===== config.mk =====
export PLATFORM = sky130hd
export DESIGN_NAME = sc_psr_ctrl_flat
export DESIGN_NICKNAME = d
export VERILOG_FILES = /design/src/rtl/sc_psr_ctrl_if.sv /design/src/rtl/sc_psr_ctrl.sv /design/src/flat_wrapper.sv
export SDC_FILE = /design/constraint.sdc
export NUM_CORES = 1
export LEC_CHECK = 0
export ABC_AREA = 1
export ABC_CLOCK_PERIOD_IN_PS = 1650
export BUFFER_PORTS_ARGS = -buffer_cell sky130_fd_sc_hd__buf_2
export CORE_MARGIN = 8
export CORE_UTILIZATION = 32
export DETAILED_ROUTE_END_ITERATION = 10
export GPL_ROUTABILITY_DRIVEN = 0
export PLACE_DENSITY = 0.84
export SLEW_MARGIN = 20
export SYNTH_ARGS = -nofsm -noshare
export SYNTH_HDL_FRONTEND = slang
export SYNTH_SLANG_ARGS = --single-unit
export TNS_END_PERCENT = 5

===== constraint.sdc =====
create_clock -name SC_PsrCtrl_CLOCK_50 -period 1.65 [get_ports SC_PsrCtrl_CLOCK_50]
set_clock_uncertainty 0.2 [all_clocks]
set_input_delay 0 -clock SC_PsrCtrl_CLOCK_50 [delete_from_list [all_inputs] [get_ports SC_PsrCtrl_CLOCK_50]]
set_output_delay 0 -clock SC_PsrCtrl_CLOCK_50 [all_outputs]
set_load 0.03 [all_outputs]

===== src/rtl/sc_psr_ctrl_if.sv =====
// ALU-completion, PSR-flag and branch-evaluation signals between the ALU/fetch side and the PSR controller.
interface sc_psr_ctrl_if #(
  parameter int DATA_WIDTH = 32
);
  logic                  SC_PsrCtrl_AluValid_In;
  logic                  SC_PsrCtrl_AluReady_Out;
  logic [5:0]            SC_PsrCtrl_AluOp3_In;
  logic [DATA_WIDTH-1:0] SC_PsrCtrl_AluResult_In;
  logic                  SC_PsrCtrl_AluOverflow_In;
  logic                  SC_PsrCtrl_AluCarry_In;
  logic [3:0]            SC_PsrCtrl_Flags_In;
  logic                  SC_PsrCtrl_Negativo_Out;
  logic                  SC_PsrCtrl_Cero_Out;
  logic                  SC_PsrCtrl_Overflow_Out;
  logic                  SC_PsrCtrl_Carry_Out;
  logic                  SC_PsrCtrl_Write_OutLow;
  logic                  SC_PsrCtrl_BrValid_In;
  logic                  SC_PsrCtrl_BrReady_Out;
  logic [3:0]            SC_PsrCtrl_BrCond_In;
  logic                  SC_PsrCtrl_BrDone_Out;
  logic                  SC_PsrCtrl_BrTaken_Out;

  modport master (
    output SC_PsrCtrl_AluValid_In, SC_PsrCtrl_AluOp3_In, SC_PsrCtrl_AluResult_In,
           SC_PsrCtrl_AluOverflow_In, SC_PsrCtrl_AluCarry_In, SC_PsrCtrl_Flags_In,
           SC_PsrCtrl_BrValid_In, SC_PsrCtrl_BrCond_In,
    input  SC_PsrCtrl_AluReady_Out, SC_PsrCtrl_Negativo_Out, SC_PsrCtrl_Cero_Out,
           SC_PsrCtrl_Overflow_Out, SC_PsrCtrl_Carry_Out, SC_PsrCtrl_Write_OutLow,
           SC_PsrCtrl_BrReady_Out, SC_PsrCtrl_BrDone_Out, SC_PsrCtrl_BrTaken_Out
  );

  modport slave (
    input  SC_PsrCtrl_AluValid_In, SC_PsrCtrl_AluOp3_In, SC_PsrCtrl_AluResult_In,
           SC_PsrCtrl_AluOverflow_In, SC_PsrCtrl_AluCarry_In, SC_PsrCtrl_Flags_In,
           SC_PsrCtrl_BrValid_In, SC_PsrCtrl_BrCond_In,
    output SC_PsrCtrl_AluReady_Out, SC_PsrCtrl_Negativo_Out, SC_PsrCtrl_Cero_Out,
           SC_PsrCtrl_Overflow_Out, SC_PsrCtrl_Carry_Out, SC_PsrCtrl_Write_OutLow,
           SC_PsrCtrl_BrReady_Out, SC_PsrCtrl_BrDone_Out, SC_PsrCtrl_BrTaken_Out
  );
endinterface


===== src/rtl/sc_psr_ctrl.sv =====
// PSR write sequencer and Bicc evaluator: cc op -> WRITE -> SETTLE (3-cycle spacing), branch result 1 cycle after accept.
// Backpressure: ALU ready only in IDLE; branches are held off while a cc op is accepted or its write is in flight.
module sc_psr_ctrl #(
  parameter int DATA_WIDTH = 32
) (
  input logic          SC_PsrCtrl_CLOCK_50,
  input logic          SC_PsrCtrl_RESET_InLow,
  sc_psr_ctrl_if.slave bus
);

  typedef enum logic [1:0] {IDLE, WRITE, SETTLE, EVAL} state_t;

  state_t state, state_nxt;
  logic   alu_ready, br_ready, alu_go, br_go;
  logic   cc_op, logic_op, taken_now;
  logic   n_q, z_q, v_q, c_q, taken_q;

  // Flags are {N,Z,V,C}; cond[3] inverts the base condition selected by cond[2:0].
  function automatic logic cond_eval(input logic [3:0] cond, input logic [3:0] f);
    logic r;
    case (cond[2:0])
      3'd0:    r = 1'b0;
      3'd1:    r = f[2];
      3'd2:    r = f[2] | (f[3] ^ f[1]);
      3'd3:    r = f[3] ^ f[1];
      3'd4:    r = f[0] | f[2];
      3'd5:    r = f[0];
      3'd6:    r = f[3];
      default: r = f[1];
    endcase
    return r ^ cond[3];
  endfunction

  always_comb begin
    logic_op = 1'b0;
    case (bus.SC_PsrCtrl_AluOp3_In[3:0])
      4'b0001, 4'b0010, 4'b0011,
      4'b0101, 4'b0110, 4'b0111: logic_op = 1'b1;
      default:                   logic_op = 1'b0;
    endcase
  end

  assign cc_op     = bus.SC_PsrCtrl_AluOp3_In[4];
  assign alu_ready = (state == IDLE);
  assign br_ready  = (state == IDLE) && !(bus.SC_PsrCtrl_AluValid_In && cc_op);
  assign alu_go    = bus.SC_PsrCtrl_AluValid_In && alu_ready;
  assign br_go     = bus.SC_PsrCtrl_BrValid_In && br_ready;
  assign taken_now = cond_eval(bus.SC_PsrCtrl_BrCond_In, bus.SC_PsrCtrl_Flags_In);

  always_comb begin
    state_nxt = state;
    case (state)
      IDLE: begin
        if (alu_go && cc_op) state_nxt = WRITE;
        else if (br_go)      state_nxt = EVAL;
      end
      WRITE:   state_nxt = SETTLE;
      SETTLE:  state_nxt = IDLE;
      default: state_nxt = IDLE;
    endcase
  end

  always_ff @(posedge SC_PsrCtrl_CLOCK_50 or negedge SC_PsrCtrl_RESET_InLow) begin
    if (!SC_PsrCtrl_RESET_InLow) begin
      state   <= IDLE;
      n_q     <= 1'b0;
      z_q     <= 1'b0;
      v_q     <= 1'b0;
      c_q     <= 1'b0;
      taken_q <= 1'b0;
    end else begin
      state <= state_nxt;
      if (alu_go && cc_op) begin
        n_q <= bus.SC_PsrCtrl_AluResult_In[DATA_WIDTH-1];
        z_q <= (bus.SC_PsrCtrl_AluResult_In == '0);
        v_q <= logic_op ? 1'b0 : bus.SC_PsrCtrl_AluOverflow_In;
        c_q <= logic_op ? 1'b0 : bus.SC_PsrCtrl_AluCarry_In;
      end
      if (br_go) taken_q <= taken_now;
    end
  end

  // Strobe decodes straight from the async-reset state, so reset deasserts it immediately.
  assign bus.SC_PsrCtrl_Write_OutLow = (state != WRITE);
  assign bus.SC_PsrCtrl_AluReady_Out = alu_ready;
  assign bus.SC_PsrCtrl_BrReady_Out  = br_ready;
  assign bus.SC_PsrCtrl_BrDone_Out   = (state == EVAL);
  assign bus.SC_PsrCtrl_BrTaken_Out  = (state == EVAL) && taken_q;
  assign bus.SC_PsrCtrl_Negativo_Out = n_q;
  assign bus.SC_PsrCtrl_Cero_Out     = z_q;
  assign bus.SC_PsrCtrl_Overflow_Out = v_q;
  assign bus.SC_PsrCtrl_Carry_Out    = c_q;

endmodule


===== src/flat_wrapper.sv =====
// flat-port wrapper written by rule: the top's interface ports become plain ports
module sc_psr_ctrl_flat 
#(
  parameter int DATA_WIDTH = 32
)
  (SC_PsrCtrl_CLOCK_50, SC_PsrCtrl_RESET_InLow, bus_SC_PsrCtrl_AluValid_In, bus_SC_PsrCtrl_AluOp3_In, bus_SC_PsrCtrl_AluResult_In, bus_SC_PsrCtrl_AluOverflow_In, bus_SC_PsrCtrl_AluCarry_In, bus_SC_PsrCtrl_Flags_In, bus_SC_PsrCtrl_BrValid_In, bus_SC_PsrCtrl_BrCond_In, bus_SC_PsrCtrl_AluReady_Out, bus_SC_PsrCtrl_Negativo_Out, bus_SC_PsrCtrl_Cero_Out, bus_SC_PsrCtrl_Overflow_Out, bus_SC_PsrCtrl_Carry_Out, bus_SC_PsrCtrl_Write_OutLow, bus_SC_PsrCtrl_BrReady_Out, bus_SC_PsrCtrl_BrDone_Out, bus_SC_PsrCtrl_BrTaken_Out);
  sc_psr_ctrl_if #(.DATA_WIDTH(DATA_WIDTH)) bus_i ();
  input logic SC_PsrCtrl_CLOCK_50;
  input logic SC_PsrCtrl_RESET_InLow;
  input wire logic [$bits(bus_i.SC_PsrCtrl_AluValid_In)-1:0] bus_SC_PsrCtrl_AluValid_In;
  input wire logic [$bits(bus_i.SC_PsrCtrl_AluOp3_In)-1:0] bus_SC_PsrCtrl_AluOp3_In;
  input wire logic [$bits(bus_i.SC_PsrCtrl_AluResult_In)-1:0] bus_SC_PsrCtrl_AluResult_In;
  input wire logic [$bits(bus_i.SC_PsrCtrl_AluOverflow_In)-1:0] bus_SC_PsrCtrl_AluOverflow_In;
  input wire logic [$bits(bus_i.SC_PsrCtrl_AluCarry_In)-1:0] bus_SC_PsrCtrl_AluCarry_In;
  input wire logic [$bits(bus_i.SC_PsrCtrl_Flags_In)-1:0] bus_SC_PsrCtrl_Flags_In;
  input wire logic [$bits(bus_i.SC_PsrCtrl_BrValid_In)-1:0] bus_SC_PsrCtrl_BrValid_In;
  input wire logic [$bits(bus_i.SC_PsrCtrl_BrCond_In)-1:0] bus_SC_PsrCtrl_BrCond_In;
  output wire logic [$bits(bus_i.SC_PsrCtrl_AluReady_Out)-1:0] bus_SC_PsrCtrl_AluReady_Out;
  output wire logic [$bits(bus_i.SC_PsrCtrl_Negativo_Out)-1:0] bus_SC_PsrCtrl_Negativo_Out;
  output wire logic [$bits(bus_i.SC_PsrCtrl_Cero_Out)-1:0] bus_SC_PsrCtrl_Cero_Out;
  output wire logic [$bits(bus_i.SC_PsrCtrl_Overflow_Out)-1:0] bus_SC_PsrCtrl_Overflow_Out;
  output wire logic [$bits(bus_i.SC_PsrCtrl_Carry_Out)-1:0] bus_SC_PsrCtrl_Carry_Out;
  output wire logic [$bits(bus_i.SC_PsrCtrl_Write_OutLow)-1:0] bus_SC_PsrCtrl_Write_OutLow;
  output wire logic [$bits(bus_i.SC_PsrCtrl_BrReady_Out)-1:0] bus_SC_PsrCtrl_BrReady_Out;
  output wire logic [$bits(bus_i.SC_PsrCtrl_BrDone_Out)-1:0] bus_SC_PsrCtrl_BrDone_Out;
  output wire logic [$bits(bus_i.SC_PsrCtrl_BrTaken_Out)-1:0] bus_SC_PsrCtrl_BrTaken_Out;
  assign bus_i.SC_PsrCtrl_AluValid_In = bus_SC_PsrCtrl_AluValid_In;
  assign bus_i.SC_PsrCtrl_AluOp3_In = bus_SC_PsrCtrl_AluOp3_In;
  assign bus_i.SC_PsrCtrl_AluResult_In = bus_SC_PsrCtrl_AluResult_In;
  assign bus_i.SC_PsrCtrl_AluOverflow_In = bus_SC_PsrCtrl_AluOverflow_In;
  assign bus_i.SC_PsrCtrl_AluCarry_In = bus_SC_PsrCtrl_AluCarry_In;
  assign bus_i.SC_PsrCtrl_Flags_In = bus_SC_PsrCtrl_Flags_In;
  assign bus_i.SC_PsrCtrl_BrValid_In = bus_SC_PsrCtrl_BrValid_In;
  assign bus_i.SC_PsrCtrl_BrCond_In = bus_SC_PsrCtrl_BrCond_In;
  assign bus_SC_PsrCtrl_AluReady_Out = bus_i.SC_PsrCtrl_AluReady_Out;
  assign bus_SC_PsrCtrl_Negativo_Out = bus_i.SC_PsrCtrl_Negativo_Out;
  assign bus_SC_PsrCtrl_Cero_Out = bus_i.SC_PsrCtrl_Cero_Out;
  assign bus_SC_PsrCtrl_Overflow_Out = bus_i.SC_PsrCtrl_Overflow_Out;
  assign bus_SC_PsrCtrl_Carry_Out = bus_i.SC_PsrCtrl_Carry_Out;
  assign bus_SC_PsrCtrl_Write_OutLow = bus_i.SC_PsrCtrl_Write_OutLow;
  assign bus_SC_PsrCtrl_BrReady_Out = bus_i.SC_PsrCtrl_BrReady_Out;
  assign bus_SC_PsrCtrl_BrDone_Out = bus_i.SC_PsrCtrl_BrDone_Out;
  assign bus_SC_PsrCtrl_BrTaken_Out = bus_i.SC_PsrCtrl_BrTaken_Out;
  sc_psr_ctrl #(.DATA_WIDTH(DATA_WIDTH)) u_core (.SC_PsrCtrl_CLOCK_50(SC_PsrCtrl_CLOCK_50), .SC_PsrCtrl_RESET_InLow(SC_PsrCtrl_RESET_InLow), .bus(bus_i));
endmodule

# Word level (Yosys, flattened, before mapping)
# Cells that the tools add are included.
dict set report totals {
  wordCells 44
  in_bits 52
  register_bits 7
  output_inout_bits 9
}
dict set report classes {
  n_reduce_logical 11
  bitwise 4
  mux 7
  n_eq_ne 16
}
# cell n
set ops {}
lappend ops {{$logic_not 32->1} 1}
lappend ops {{$eq 4x3->1 const B} 3}
lappend ops {{$eq 3x3->1 const B} 3}
lappend ops {{$eq 4x2->1 const B} 2}
lappend ops {{$pmux 1 s7} 1}
lappend ops {{$eq 3x2->1 const B} 2}
lappend ops {{$logic_and 1x1->1} 6}
lappend ops {{$reduce_or 6->1} 1}
lappend ops {{$eq 4x1->1 const B} 1}
lappend ops {{$mux 2} 2}
lappend ops {{$pmux 2 s2} 1}
lappend ops {{$eq 3x1->1 const B} 1}
lappend ops {{$logic_not 3->1} 1}
lappend ops {{$mux 1} 3}
lappend ops {{$ne 3x3->1 const B} 1}
lappend ops {{$eq 2x1->1 const B} 1}
lappend ops {{$eq 2x2->1 const B} 1}
lappend ops {{$logic_not 2->1} 1}
lappend ops {{$ne 2x1->1 const B} 1}
lappend ops {{$or 1x1->1} 2}
lappend ops {{$xor 1x1->1} 2}
lappend ops {{$logic_not 1->1} 1}

# Depth between registers and ports, before layout
dict set report logic_depth {
  depth_word 7
  depth_mapped 9
  mapped_depth_nobuf 9
}

# Least setup slack after synthesis
# No wires, ideal clock.
dict set report synth_path {
  kind {register -> register}
  from {register u_core.state[1]}
  to {register u_core.taken_q}
  path_buffers 0
  stages_incl_launch_ff 7
  t_arrival_ns 1.287
  setup_slack_ns 0.046
  period_less_slack_ns 1.604
  required_time_ns 1.333
  setup_ns 0.117
  cell_sequence {dfrtp_1 > nor2_1 > nand2_1 > nor2_1 > inv_1 > nand2_1 > nand2_1}
}
dict set report synth_between {
  elab_chain_len 3
}
# item line
set synth_rtl {}
lappend synth_rtl {{start: declaration} sc_psr_ctrl.sv:13} ;# state_t state, state_nxt;
lappend synth_rtl {{start signal: assignment} sc_psr_ctrl.sv:72} ;# state <= state_nxt;
lappend synth_rtl {{$logic_not 2->1} -}
lappend synth_rtl {{net bus_SC_PsrCtrl_AluReady_Out} flat_wrapper.sv:18} ;# output wire logic [$bits(bus_i.SC_PsrCtrl_AluReady_Out)-1:0] bus_SC_PsrCtrl_AluReady_Out;
lappend synth_rtl {{$logic_and 1x1->1} sc_psr_ctrl.sv:45} ;# assign br_ready = (state == IDLE) && !(bus.SC_PsrCtrl_AluValid_In && cc_op);
lappend synth_rtl {{$logic_and 1x1->1} sc_psr_ctrl.sv:47} ;# assign br_go = bus.SC_PsrCtrl_BrValid_In && br_ready;
lappend synth_rtl {{end signal: assignment} sc_psr_ctrl.sv:79} ;# if (br_go) taken_q <= taken_now;
lappend synth_rtl {{end: declaration} sc_psr_ctrl.sv:16} ;# logic n_q, z_q, v_q, c_q, taken_q;
# The timed path passes the listed nets, and every way through them passes these cells.
# A chain may end at the register's enable or synchronous reset.

# Worst setup path in the final report
dict set report layout_path {
  from {register u_core.state[1]}
  to {register u_core.state[1]}
}
dict set report layout_between {
  elab_chain_len 5
  elab_cells_between_ends 9
  classes_between {eq/ne: 2; mux: 2; reduce/logical: 5}
}
# item line
set layout_rtl {}
lappend layout_rtl {{$logic_not 2->1} {sc_psr_ctrl.sv:44, sc_psr_ctrl.sv:45, sc_psr_ctrl.sv:52}}
lappend layout_rtl {{$logic_and 1x1->1} sc_psr_ctrl.sv:46} ;# assign alu_go = bus.SC_PsrCtrl_AluValid_In && alu_ready;
lappend layout_rtl {{$logic_and 1x1->1} sc_psr_ctrl.sv:54} ;# if (alu_go && cc_op) state_nxt = WRITE;
lappend layout_rtl {{$mux 2} sc_psr_ctrl.sv:54}
lappend layout_rtl {{$pmux 2 s2} sc_psr_ctrl.sv:52} ;# case (state)
# Parallel ways exist; a longest one is shown, timed or not.

==> results.toml <==
[setup_path]
start_kind = "flop"
required_ns = 1.61
critPathKind = "flop to flop"
path_max_fanout = 4
critPathCaptureType = "flop"
cp.arrival_ns = 1.49

[final_layout]
nNetsFinal = 236
layout-drive-gt1-share_pct = 38.3
area_delta_synth_final_pct = 140

[placed_design]
io_buffers = 58
dp_slack_ns = 0.233
dp_hpwl_mm = 1.81

[power_and_ir_drop]
leakagePower_nw = 0.739
ir_worst_vdd_mv = 0.712
powerDensity_nw_per_um2 = 731
total_power_w = 0.000940

[floorplanning]
chipWidth_microns = 56.9
initial_utilization_pct = 34.7
ioPinCount = 61
die_y_microns = 56.9
die_area_sq_um = 3240
core_area_sq_um = 1540
rows = 14

[sta]
setup_violations = 0
setup_ws_ns = 0.124
max-slew-margin-rel_pct = 78.8
period_share_pct = 92.5
finalHoldViolations = 0
rsz0062_at_grt = "no"
max_slew.worst_pin.slew_ns = 0.317
period_minus_slack_ns = 1.53
finalSetupTns_ns = 0
max_freq_mhz = 655
drv_slew = 0

[clock_network]
cts_sinks = 7
cts_tree = "done"
cts_buffer_depth = 2
clk_latency_ns = 0.27
path_clk_slew_ns = 0.06
cts_buffers = 3
root_buffer = "clkbuf_4"
cts_htree_levels = 1

[grt]
grt_max_degree = 8
grt_pass1_vias = 1099
grt_usage_pct = 21.0
antenna_found_initial = 5
grt_pass1_wl_mm = 5.21
globalRoute.totalOverflow = 0

[synthesis]
synth_area_leaders = "dfrtp_1 33%, nand2_1 22%, inv_1 7.7%"
synth.distinct_cells = 15
synth-seq-cells = 7
netlist_instances = 83
synth_top_area_share_pct = 32.7
yosys_warnings = 0
yosys.area.top_type = "dfrtp_1"
syn_nets = 135
synth-seq-area-share_pct = 32.7
syn_area_sq_um = 536
syn_avg_cell_area_sq_um = 6.45

[drt]
routed-via-count = 1007
dr.pass1.iters = 4
viasPerCell = 4.94
drtAntennaViolNets = 0
routedWlPerCell_microns = 16.8
route.detailed.drc = 0
drt_iter0_markers = 37
wl_mm = 3.42

[run]
cap_viol_max_count = 0

[min_path]
hp-class = "primary input to flop"

[status]
status = "finished, final reports clean"
timing repair:
| item | in CTS | in global routing |
|---|---|---|
| gates resized for setup | 0 | 5 |
| setup buffers | 0 | 0 |
| hold buffers | 39 | 0 |
| endpoints found under the setup margin | 0 | 2 |
| hold endpoints to repair | 14 | 0 |
cell usage after synthesis:
cell / count
nand2_1: 32
inv_1: 11
nor2_1: 10
nand3_1: 8
dfrtp_1: 7
nor4_1: 6
inv_2: 1
nand2_2: 1
nand4_1: 1
nor2_2: 1
nor2_4: 1
nor3_4: 1
nor4_4: 1
o21ai_0: 1
o21bai_1: 1
stage by stage:
step / cell area [sq um] / hold WS [ns] / util [%] / instances
5_1_grt: 1290 / 0.0786 / 83.4 / 204
3_3_place_gp: 846 / -0.366 / 54.9 / 157
6_report: 1290 / 0.0532 / 83.4 / 204
2_1_floorplan: 536 / -0.496 / - / 83
4_1_cts: 1260 / 0.00206 / 82.0 / 200
3_5_place_dp: 846 / -0.363 / 54.9 / 157
layout by cell type, fill, tap and decap left out, drive strengths merged:
master	netlist	layout
clkinv	0	1
inv	12	12
nand4	1	1
nor4	7	7
dlygate4sd3	0	35
o21ai	1	1
nand2	33	33
o21bai	1	1
nor2	12	12
dfrtp	7	7
clkbuf	0	3
nor3	1	1
buf	0	58
dlymetal6s4s	0	3
diode	0	5
nand3	8	8
cell families after synthesis:
| group | share of synthesized area [%] |
|---|---|
| and+or+nand+nor | 56.5 |
| buffers and inverters | 8.41 |
| DFF | 32.7 |
| AOI/OAI and AO/OA | 2.34 |
layer usage:
layer / vias up / share of wire [%] / GRT usage [%] / wire [microns]
li1: 469 / - / - / -
met1: 437 / 28 / 14.6 / 943
met2: 69 / 57 / 41.4 / 1940
met3: 32 / 7.4 / 8.31 / 252
met4: 0 / 8.4 / 17.1 / 288
met5: - / 0 / 0 / 0
critical path: stages, from the launching register on:
cell and delay (ns):
dfrtp_1 0.43, inv_1 0.10, nand3_1 0.08, dlygate4sd3_1 0.54, nand2_1 0.06
final timing paths:
| check | from | endpoint | slack, ns | depth (start not counted) |
|---|---|---|---|---|
| worst min register to register | u_core.bus.SC_PsrCtrl_Carry_Out | u_core.bus.SC_PsrCtrl_Carry_Out | 0.29 | 2 |
| worst min-delay path | bus_SC_PsrCtrl_Flags_In[2] | u_core.taken_q | 0.05 | 7 |
| worst max-delay path | u_core.state[1] | u_core.state[1] | 0.12 | 4 |
| max in group asynchronous | SC_PsrCtrl_RESET_InLow | u_core.bus.SC_PsrCtrl_Overflow_Out | 0.50 | 3 |
| min in group asynchronous | SC_PsrCtrl_RESET_InLow | u_core.bus.SC_PsrCtrl_Carry_Out | 0.50 | 3 |
| worst max register to register | u_core.state[1] | u_core.state[1] | 0.12 | 4 |
cell type report:
class / count / area [sq um]
Timing Repair Buffer: 96 / 678
Multi-Input combinational cell: 64 / 328
Antenna cell: 5 / 12.5
Fill cell: 87 / 255
Inverter: 12 / 45.0
Tap cell: 16 / 20.0
Clock inverter: 1 / 5.00
Sequential cell: 7 / 175
Clock buffer: 3 / 22.5
flip-flops by register name, summed over array words and instances (netlist names):
register / cells
u_core.state: 2
u_core.bus.SC_PsrCtrl_Carry_Out: 1
u_core.bus.SC_PsrCtrl_Cero_Out: 1
u_core.bus.SC_PsrCtrl_Negativo_Out: 1
u_core.bus.SC_PsrCtrl_Overflow_Out: 1
u_core.taken_q: 1
power breakdown:
part	total (W)	internal [W]	switching, W
sequential	0.000277	0.000230	0.0000474
clock	0.000170	0.0000895	0.0000801
combinational	0.000493	0.000198	0.000296
total	0.000940	0.000517	0.000423
(Power assumes the default switching activity.)
